==> src/rtl/riscv_mc_pkg.sv <==
// Shared encodings for the RISC-V multi-cycle control path: FSM states,
// opcodes and every datapath select/ALU code the controller drives.
package riscv_mc_pkg;

  typedef enum logic [3:0] {
    S_FETCH    = 4'd0,
    S_DECODE   = 4'd1,
    S_MEMADR   = 4'd2,
    S_MEMREAD  = 4'd3,
    S_MEMWB    = 4'd4,
    S_MEMWRITE = 4'd5,
    S_EXECR    = 4'd6,
    S_EXECI    = 4'd7,
    S_ALUWB    = 4'd8,
    S_BRANCH   = 4'd9,
    S_JAL      = 4'd10,
    S_JALR     = 4'd11,
    S_LINK     = 4'd12,
    S_LUI      = 4'd13
  } state_t;

  localparam logic [6:0] OP_LOAD   = 7'b0000011;
  localparam logic [6:0] OP_STORE  = 7'b0100011;
  localparam logic [6:0] OP_RTYPE  = 7'b0110011;
  localparam logic [6:0] OP_ITYPE  = 7'b0010011;
  localparam logic [6:0] OP_BRANCH = 7'b1100011;
  localparam logic [6:0] OP_JAL    = 7'b1101111;
  localparam logic [6:0] OP_JALR   = 7'b1100111;
  localparam logic [6:0] OP_LUI    = 7'b0110111;

  localparam logic [2:0] ALU_ADD   = 3'b000;
  localparam logic [2:0] ALU_SUB   = 3'b001;
  localparam logic [2:0] ALU_AND   = 3'b010;
  localparam logic [2:0] ALU_OR    = 3'b011;
  localparam logic [2:0] ALU_PASSB = 3'b100;
  localparam logic [2:0] ALU_SLT   = 3'b101;
  localparam logic [2:0] ALU_XOR   = 3'b111;

  // Operation class handed to alu_decoder
  localparam logic [1:0] ALUOP_ADD   = 2'b00;
  localparam logic [1:0] ALUOP_SUB   = 2'b01;
  localparam logic [1:0] ALUOP_FUNCT = 2'b10;
  localparam logic [1:0] ALUOP_PASSB = 2'b11;

  localparam logic [2:0] IMM_I = 3'b000;
  localparam logic [2:0] IMM_S = 3'b001;
  localparam logic [2:0] IMM_B = 3'b010;
  localparam logic [2:0] IMM_J = 3'b011;
  localparam logic [2:0] IMM_U = 3'b100;

  localparam logic [1:0] RES_ALUOUT    = 2'b00;
  localparam logic [1:0] RES_DATA      = 2'b01;
  localparam logic [1:0] RES_ALURESULT = 2'b10;

  localparam logic [1:0] SRCA_PC    = 2'b00;
  localparam logic [1:0] SRCA_OLDPC = 2'b01;
  localparam logic [1:0] SRCA_A     = 2'b10;

  localparam logic [1:0] SRCB_B    = 2'b00;
  localparam logic [1:0] SRCB_IMM  = 2'b01;
  localparam logic [1:0] SRCB_FOUR = 2'b10;

endpackage

==> src/rtl/alu_decoder.sv <==
// Maps the controller's ALU operation class plus funct fields to ALUControl.
module alu_decoder
  import riscv_mc_pkg::*;
(
  input  logic [1:0] alu_op,
  input  logic [2:0] funct3,
  input  logic       funct7b5,
  input  logic       op5,
  output logic [2:0] alu_control
);

  always_comb begin
    alu_control = ALU_ADD;
    case (alu_op)
      ALUOP_SUB:   alu_control = ALU_SUB;
      ALUOP_PASSB: alu_control = ALU_PASSB;
      ALUOP_FUNCT: begin
        case (funct3)
          // op5 separates R-type from I-type so addi with imm[10]=1 never subtracts
          3'b000:  alu_control = (funct7b5 && op5) ? ALU_SUB : ALU_ADD;
          3'b010:  alu_control = ALU_SLT;
          3'b100:  alu_control = ALU_XOR;
          3'b110:  alu_control = ALU_OR;
          3'b111:  alu_control = ALU_AND;
          default: alu_control = ALU_ADD;
        endcase
      end
      default:     alu_control = ALU_ADD;
    endcase
  end

endmodule

==> src/rtl/multi_cycle_controller.sv <==
// Main control FSM of the RISC-V multi-cycle core: state register, next-state
// logic and Moore decode of the datapath enables, selects and ALU operation.
module multi_cycle_controller
  import riscv_mc_pkg::*;
(
  input  logic       clk,
  input  logic       rst,
  input  logic [6:0] op,
  input  logic [2:0] funct3,
  input  logic       funct7b5,
  input  logic       zero,
  input  logic       lt,
  output logic       PCWrite,
  output logic       AdrSrc,
  output logic       MemWrite,
  output logic       IRWrite,
  output logic       RegWrite,
  output logic [1:0] ResultSrc,
  output logic [1:0] ALUSrcA,
  output logic [1:0] ALUSrcB,
  output logic [2:0] ImmSrc,
  output logic [2:0] ALUControl,
  output logic       illegal_op,
  output logic       instr_done
);

  state_t     state;
  state_t     next_state;
  logic [1:0] alu_op;
  logic       taken;
  logic       pc_write, mem_write, ir_write, reg_write, illegal, done;

  always_ff @(posedge clk) begin
    if (rst) state <= S_FETCH;
    else     state <= next_state;
  end

  always_comb begin
    next_state = S_FETCH;
    case (state)
      S_FETCH:  next_state = S_DECODE;
      S_DECODE: begin
        case (op)
          OP_LOAD, OP_STORE: next_state = S_MEMADR;
          OP_RTYPE:          next_state = S_EXECR;
          OP_ITYPE:          next_state = S_EXECI;
          OP_BRANCH:         next_state = S_BRANCH;
          OP_JAL:            next_state = S_JAL;
          OP_JALR:           next_state = S_JALR;
          OP_LUI:            next_state = S_LUI;
          default:           next_state = S_FETCH;
        endcase
      end
      S_MEMADR:        next_state = op[5] ? S_MEMWRITE : S_MEMREAD;
      S_MEMREAD:       next_state = S_MEMWB;
      S_EXECR, S_EXECI: next_state = S_ALUWB;
      S_JAL, S_JALR:   next_state = S_LINK;
      default:         next_state = S_FETCH;
    endcase
  end

  always_comb begin
    case (funct3)
      3'b000:  taken = zero;
      3'b001:  taken = !zero;
      3'b100:  taken = lt;
      3'b101:  taken = !lt;
      default: taken = 1'b0;
    endcase
  end

  always_comb begin
    pc_write  = 1'b0;
    mem_write = 1'b0;
    ir_write  = 1'b0;
    reg_write = 1'b0;
    illegal   = 1'b0;
    done      = 1'b0;
    AdrSrc    = 1'b0;
    ResultSrc = RES_ALUOUT;
    ALUSrcA   = SRCA_PC;
    ALUSrcB   = SRCB_B;
    alu_op    = ALUOP_ADD;
    case (state)
      S_FETCH: begin
        ir_write  = 1'b1;
        pc_write  = 1'b1;
        ALUSrcB   = SRCB_FOUR;
        ResultSrc = RES_ALURESULT;
      end
      S_DECODE: begin
        ALUSrcA = SRCA_OLDPC;
        ALUSrcB = SRCB_IMM;
        case (op)
          OP_LOAD, OP_STORE, OP_RTYPE, OP_ITYPE,
          OP_BRANCH, OP_JAL, OP_JALR, OP_LUI: illegal = 1'b0;
          default:                            illegal = 1'b1;
        endcase
        done = illegal;
      end
      S_MEMADR: begin
        ALUSrcA = SRCA_A;
        ALUSrcB = SRCB_IMM;
      end
      S_MEMREAD: AdrSrc = 1'b1;
      S_MEMWB: begin
        AdrSrc    = 1'b1;
        ResultSrc = RES_DATA;
        reg_write = 1'b1;
        done      = 1'b1;
      end
      S_MEMWRITE: begin
        AdrSrc    = 1'b1;
        mem_write = 1'b1;
        done      = 1'b1;
      end
      S_EXECR: begin
        ALUSrcA = SRCA_A;
        alu_op  = ALUOP_FUNCT;
      end
      S_EXECI: begin
        ALUSrcA = SRCA_A;
        ALUSrcB = SRCB_IMM;
        alu_op  = ALUOP_FUNCT;
      end
      S_ALUWB: begin
        reg_write = 1'b1;
        done      = 1'b1;
      end
      S_BRANCH: begin
        ALUSrcA  = SRCA_A;
        alu_op   = ALUOP_SUB;
        pc_write = taken;
        done     = 1'b1;
      end
      S_JAL: pc_write = 1'b1;
      S_JALR: begin
        ALUSrcA   = SRCA_A;
        ALUSrcB   = SRCB_IMM;
        ResultSrc = RES_ALURESULT;
        pc_write  = 1'b1;
      end
      // Link after the jump so jalr with rd==rs1 has already used the old rs1
      S_LINK: begin
        ALUSrcA   = SRCA_OLDPC;
        ALUSrcB   = SRCB_FOUR;
        ResultSrc = RES_ALURESULT;
        reg_write = 1'b1;
        done      = 1'b1;
      end
      S_LUI: begin
        ALUSrcB   = SRCB_IMM;
        alu_op    = ALUOP_PASSB;
        ResultSrc = RES_ALURESULT;
        reg_write = 1'b1;
        done      = 1'b1;
      end
      default: ;
    endcase
  end

  always_comb begin
    case (op)
      OP_STORE:  ImmSrc = IMM_S;
      OP_BRANCH: ImmSrc = IMM_B;
      OP_JAL:    ImmSrc = IMM_J;
      OP_LUI:    ImmSrc = IMM_U;
      default:   ImmSrc = IMM_I;
    endcase
  end

  alu_decoder u_alu_decoder (
    .alu_op      (alu_op),
    .funct3      (funct3),
    .funct7b5    (funct7b5),
    .op5         (op[5]),
    .alu_control (ALUControl)
  );

  assign PCWrite    = pc_write  && !rst;
  assign MemWrite   = mem_write && !rst;
  assign IRWrite    = ir_write  && !rst;
  assign RegWrite   = reg_write && !rst;
  assign illegal_op = illegal   && !rst;
  assign instr_done = done      && !rst;

endmodule

==> config.mk <==
export PLATFORM = sky130hd
export DESIGN_NAME = multi_cycle_controller
export DESIGN_NICKNAME = d
export VERILOG_FILES = /design/src/rtl/riscv_mc_pkg.sv /design/src/rtl/alu_decoder.sv /design/src/rtl/multi_cycle_controller.sv
export SDC_FILE = /design/constraint.sdc
export NUM_CORES = 1
export LEC_CHECK = 0
export CORE_MARGIN = 10
export CORE_UTILIZATION = 36
export CTS_CLUSTER_DIAMETER = 120
export DETAILED_ROUTE_END_ITERATION = 7
export PLACE_DENSITY = 0.75
export SETUP_SLACK_MARGIN = 0.5
export SLEW_MARGIN = 20
export SYNTH_ARGS = -nofsm -noshare
export SYNTH_HDL_FRONTEND = slang
export SYNTH_HIERARCHICAL = 1
export SYNTH_SLANG_ARGS = --single-unit
==> constraint.sdc <==
create_clock -name clk -period 1.9 [get_ports clk]
set_clock_uncertainty 0.2 [all_clocks]
set_input_delay 0.285 -clock clk [delete_from_list [all_inputs] [get_ports clk]]
set_output_delay 0.285 -clock clk [all_outputs]
set_load 0.05 [all_outputs]
==> flow_metrics.env, run 1 <==
export IMPL_pin_count=34
export IMPL_run_status="did not finish"
export IMPL_error="[ERROR DPL-0033] detailed placement checks failed during check placement."
export IMPL_synth_cell_type_count=43
export IMPL_ys_ff_latch=4
export IMPL_ys_seq_area_share_pct=11.45
export IMPL_row_count=15
export IMPL_postSynthCellCount=103
export IMPL_dp_hpwl_mm=3.034
export IMPL_synth_edf_count=0
export IMPL_synthTopCellsByArea="dfxtp_1 11%, nor3_1 6.4%, nor2_1 6.4%"
export IMPL_initial_core_util_pct=39.23
export IMPL_die_w_um=64.08
export IMPL_syn_num_nets=118
export IMPL_yosys_most_used_dff="dfxtp_1"
export IMPL_die_h_um=64.08
export IMPL_synth_top_area_share_pct=11.45
export IMPL_yosys_warnings=6
export IMPL_synth_area_leader_cell="dfxtp_1"
export IMPL_synthArstFlopShare_pct=0
export IMPL_port_buffer_count=33
export IMPL_avgSynthCellArea_um2=6.790
export IMPL_failing_step="detailed placement (3_5_place_dp)"
export IMPL_place_congestion=0.8705
export IMPL_netlist_area_um2=699.4
cell usage after synthesis, drive strengths merged, types with 2 or more instances:
cell    count
nor2       12
nor3        9
nor2b       7
nand2       6
nand2b      6
a21oi       5
buf         5
dfxtp       4
inv         4
xnor2       4
a211oi      3
clkbuf      3
a21o        2
a31oi       2
and2        2
mux2i       2
o21ai       2
o31ai       2
o32ai       2
or3         2
logic make-up after synthesis:
kind of cell / synth area share, %
muxes: 4.472
buffers and inverters: 9.122
and+or+nand+nor: 40.79
AOI/OAI and AO/OA: 27.91
DFF: 11.45
xor gates and xnor gates: 6.261
through the flow:
step                    std cells  instance area (µm²)
after floorplan               103                 1002
after global placement        186                 1677
==> inputs of run 2 (changes only) <==
CORE_AREA = 10 10 71 73   (was not set)
CORE_MARGIN = not set   (was 10)
CORE_UTILIZATION = not set   (was 36)
CTS_CLUSTER_DIAMETER = not set   (was 120)
DIE_AREA = 0 0 81 83   (was not set)
PLACE_DENSITY = not set   (was 0.75)
PLACE_DENSITY_LB_ADDON = 0.15   (was not set)
SETUP_SLACK_MARGIN = not set   (was 0.5)
clock period = 2.5 ns   (was 1.9 ns; I/O delays follow)
==> run 2 against run 1 <==
  * The flow now finishes without violations
  * Synthesized cell count did not move
  * Synthesized area did not move
==> flow_metrics.env, run 2 <==
export IMPL_run_status="completed"
export IMPL_reg_largest_list="state: 4 flops"
export IMPL_vdd_drop_max_v=0.0001000
export IMPL_synth_cell_type_count=43
export IMPL_fillerInstances=379
export IMPL_num_vias=901
export IMPL_grt_max_degree=16
export IMPL_drt_iter0_drc=47
export IMPL_clock_sinks=4
export IMPL_drv_cap=0
export IMPL_routedWlPerCell_um=13.15
export IMPL_core_area_um2=3633
export IMPL_yosys_most_used_dff="dfxtp_1"
export IMPL_fin_crit_ns=2.413
export IMPL_postSynthCellCount=103
export IMPL_die_h_um=83
export IMPL_whs_path_depth=2
export IMPL_fin_util_pct=39.19
export IMPL_routed_wirelength_mm=2.537
export IMPL_synthTopCellsByArea="dfxtp_1 11%, nor3_1 6.4%, nor2_1 6.4%"
export IMPL_cts_max_path_buffers=2
export IMPL_clock_root_buffer="clkbuf_8"
export IMPL_finalCritPeriodShare_pct=96.50
export IMPL_synthToLayoutAreaGrowth_pct=103.6
export IMPL_power_density_nw_per_um2=284.7
export IMPL_layout_cells_non_filler=193
export IMPL_worstRegToRegCells=4
export IMPL_diodes=0
export IMPL_regMostFlops="state"
export IMPL_end_kind="output pin"
export IMPL_setup_viol=0
export IMPL_final_cell_mix="16 x buf_12, 16 x buf_4, 12 x nor2_1, 8 x nor3_1, 7 x clkdlybuf4s50_1"
export IMPL_dpl_cell_count=190
export IMPL_timing_fmax_mhz=414.5
export IMPL_row_count=22
export IMPL_critPathMaxStageDelay_ns=0.46
export IMPL_p_leak_nw=0.6015
export IMPL_hold_viol=0
export IMPL_netlist_area_um2=699.4
export IMPL_netlist_top_cells_count="12 x nor2_1, 9 x nor3_1, 7 x nor2b_1, 6 x nand2_1, 6 x nand2b_1"
export IMPL_holdBufCountCts=0
export IMPL_cts_tree="built"
export IMPL_synth_top_area_share_pct=11.45
export IMPL_synthArstFlopShare_pct=0
export IMPL_report_final_slew_viol_count=0
export IMPL_antenna_left=0
export IMPL_drive_above_1_share_pct=33.79
export IMPL_clock_latency_ns=0.22
export IMPL_syn_num_nets=118
export IMPL_synth_area_leader_cell="dfxtp_1"
export IMPL_yosys_warnings=6
export IMPL_ys_seq_area_share_pct=11.45
export IMPL_grt_pass1_vias=911
export IMPL_required_ns=1.92
export IMPL_grt_overflow=0
export IMPL_worstSetupPathType="in2out"
export IMPL_critPathSlowestCell="clkdlybuf4s50_1"
export IMPL_crit_chain="clkdlybuf4s50_1, nor2b_1, a31oi_2, a21oi_2, buf_4, nor3_4, buf_12"
export IMPL_avgSynthCellArea_um2=6.790
export IMPL_grt_usage_pct=7.748
export IMPL_tightestPinTransition_ns=0.4393
export IMPL_place_congestion=0.7470
export IMPL_ys_ff_latch=4
export IMPL_hp_class="reg2reg"
export IMPL_synth_edf_count=0
export IMPL_drtPass1Iterations=4
export IMPL_dp_hpwl_mm=2.121
export IMPL_final_nets=162
export IMPL_yosysMostFrequentCell="nor2_1"
export IMPL_grt_pass1_wl_mm=4.388
export IMPL_largest_reg_flops=4
export IMPL_seq_area_um2=80.08
export IMPL_remaining_drc_errors=0
export IMPL_cts_buffers=3
export IMPL_rsz0062_at_grt="true"
export IMPL_arrival_ns=1.84
export IMPL_initial_core_util_pct=19.25
export IMPL_multiInputGateArea_um2=604.3
export IMPL_die_w_um=81
export IMPL_routed_via_density=4.668
export IMPL_antenna_found_initial=0
export IMPL_slew_headroom_pct=70.68
export IMPL_pin_count=34
export IMPL_clk_pin_slew_ns=0.03
export IMPL_cp_max_fo=5
export IMPL_cp_start_kind="primary input"
export IMPL_setup_tns_ns=0
export IMPL_die_area_um2=6723
export IMPL_htreeDepth=1
export IMPL_cts_setup_buffers=0
export IMPL_port_buffer_count=33
## run 2: cell counts after synthesis
Identical to the previous run, type by type.
## run 2: worst max-delay path: cells and delay by family
kind	cells	cell delay, ns
AO/OA/AOI/OAI	2	0.32
buffers and inverters	3	0.77
AND/OR/NAND/NOR	2	0.37
## run 2: where the power goes
| group | total, mW | leakage (nW) | switching [mW] | internal (mW) |
|---|---|---|---|---|
| registers | 0.0673 | 0.0326 | 0.00133 | 0.0660 |
| logic | 0.203 | 0.547 | 0.103 | 0.0996 |
| clock network | 0.135 | 0.0216 | 0.0325 | 0.103 |
| total | 0.405 | 0.602 | 0.137 | 0.268 |
## run 2: worst paths after layout
path              slack, ns      from          to
setup / recovery       0.09     op[6]  illegal_op
hold / removal         0.42  state[0]    state[0]
setup reg to reg       0.74  state[3]    state[0]
hold reg to reg        0.42  state[0]    state[0]
## run 2: repair_timing
item,in CTS,in global routing
pin swaps,3,4
resized for setup,5,9
endpoints found under the setup margin,3,5
## run 2: cell families (layout without fill, tap and decap cells)
logic type	after synthesis	count (layout)	synth area share [%]
DFF	4	4	11.45
muxes	3	3	4.472
and+or+nand+nor	53	53	40.79
xor gates and xnor gates	5	5	6.261
buffers and inverters	12	54	9.122
AOI/OAI and AO/OA	26	26	27.91
## run 2: through the flow
stage / setup slack (ns) / hold slack [ns] / total power, mW / area, µm²
2_1_floorplan: -0.01496 / 0.2478 / 0.1652 / 723.2
3_3_place_gp: -0.09114 / 0.4142 / 0.2669 / 1335
3_5_place_dp: -0.09767 / 0.4136 / 0.2673 / 1335
4_1_cts: 0.001741 / 0.4220 / 0.4094 / 1396
5_1_grt: -0.01583 / 0.4428 / 0.4302 / 1424
6_report: 0.08742 / 0.4170 / 0.4054 / 1424
## run 2: cell type report
cell class | instances | area share [%]
repair buffers | 47 | 43.76
multi-input cells | 87 | 42.44
flip-flops and latches | 4 | 5.624
well taps | 48 | 4.218
clock buffers | 3 | 2.900
inverters | 4 | 1.054
## run 2: metal layers
| layer | vias up | GRT usage (%) | routed length [µm] |
|---|---|---|---|
| met2 | 21 | 12.97 | 1223 |
| li1 | 465 | - | - |
| met4 | 0 | 3.599 | 31 |
| met1 | 413 | 8.985 | 1145 |
| met3 | 2 | 1.616 | 136 |
| met5 | - | 0 | 0 |
Power figures use the tool's default switching activity.
==> inputs of run 3 (changes only) <==
SLEW_MARGIN = not set   (was 20)
==> results of run 3 <==
Same layout as run 2: the final DEF is identical, and so are final timing and power.
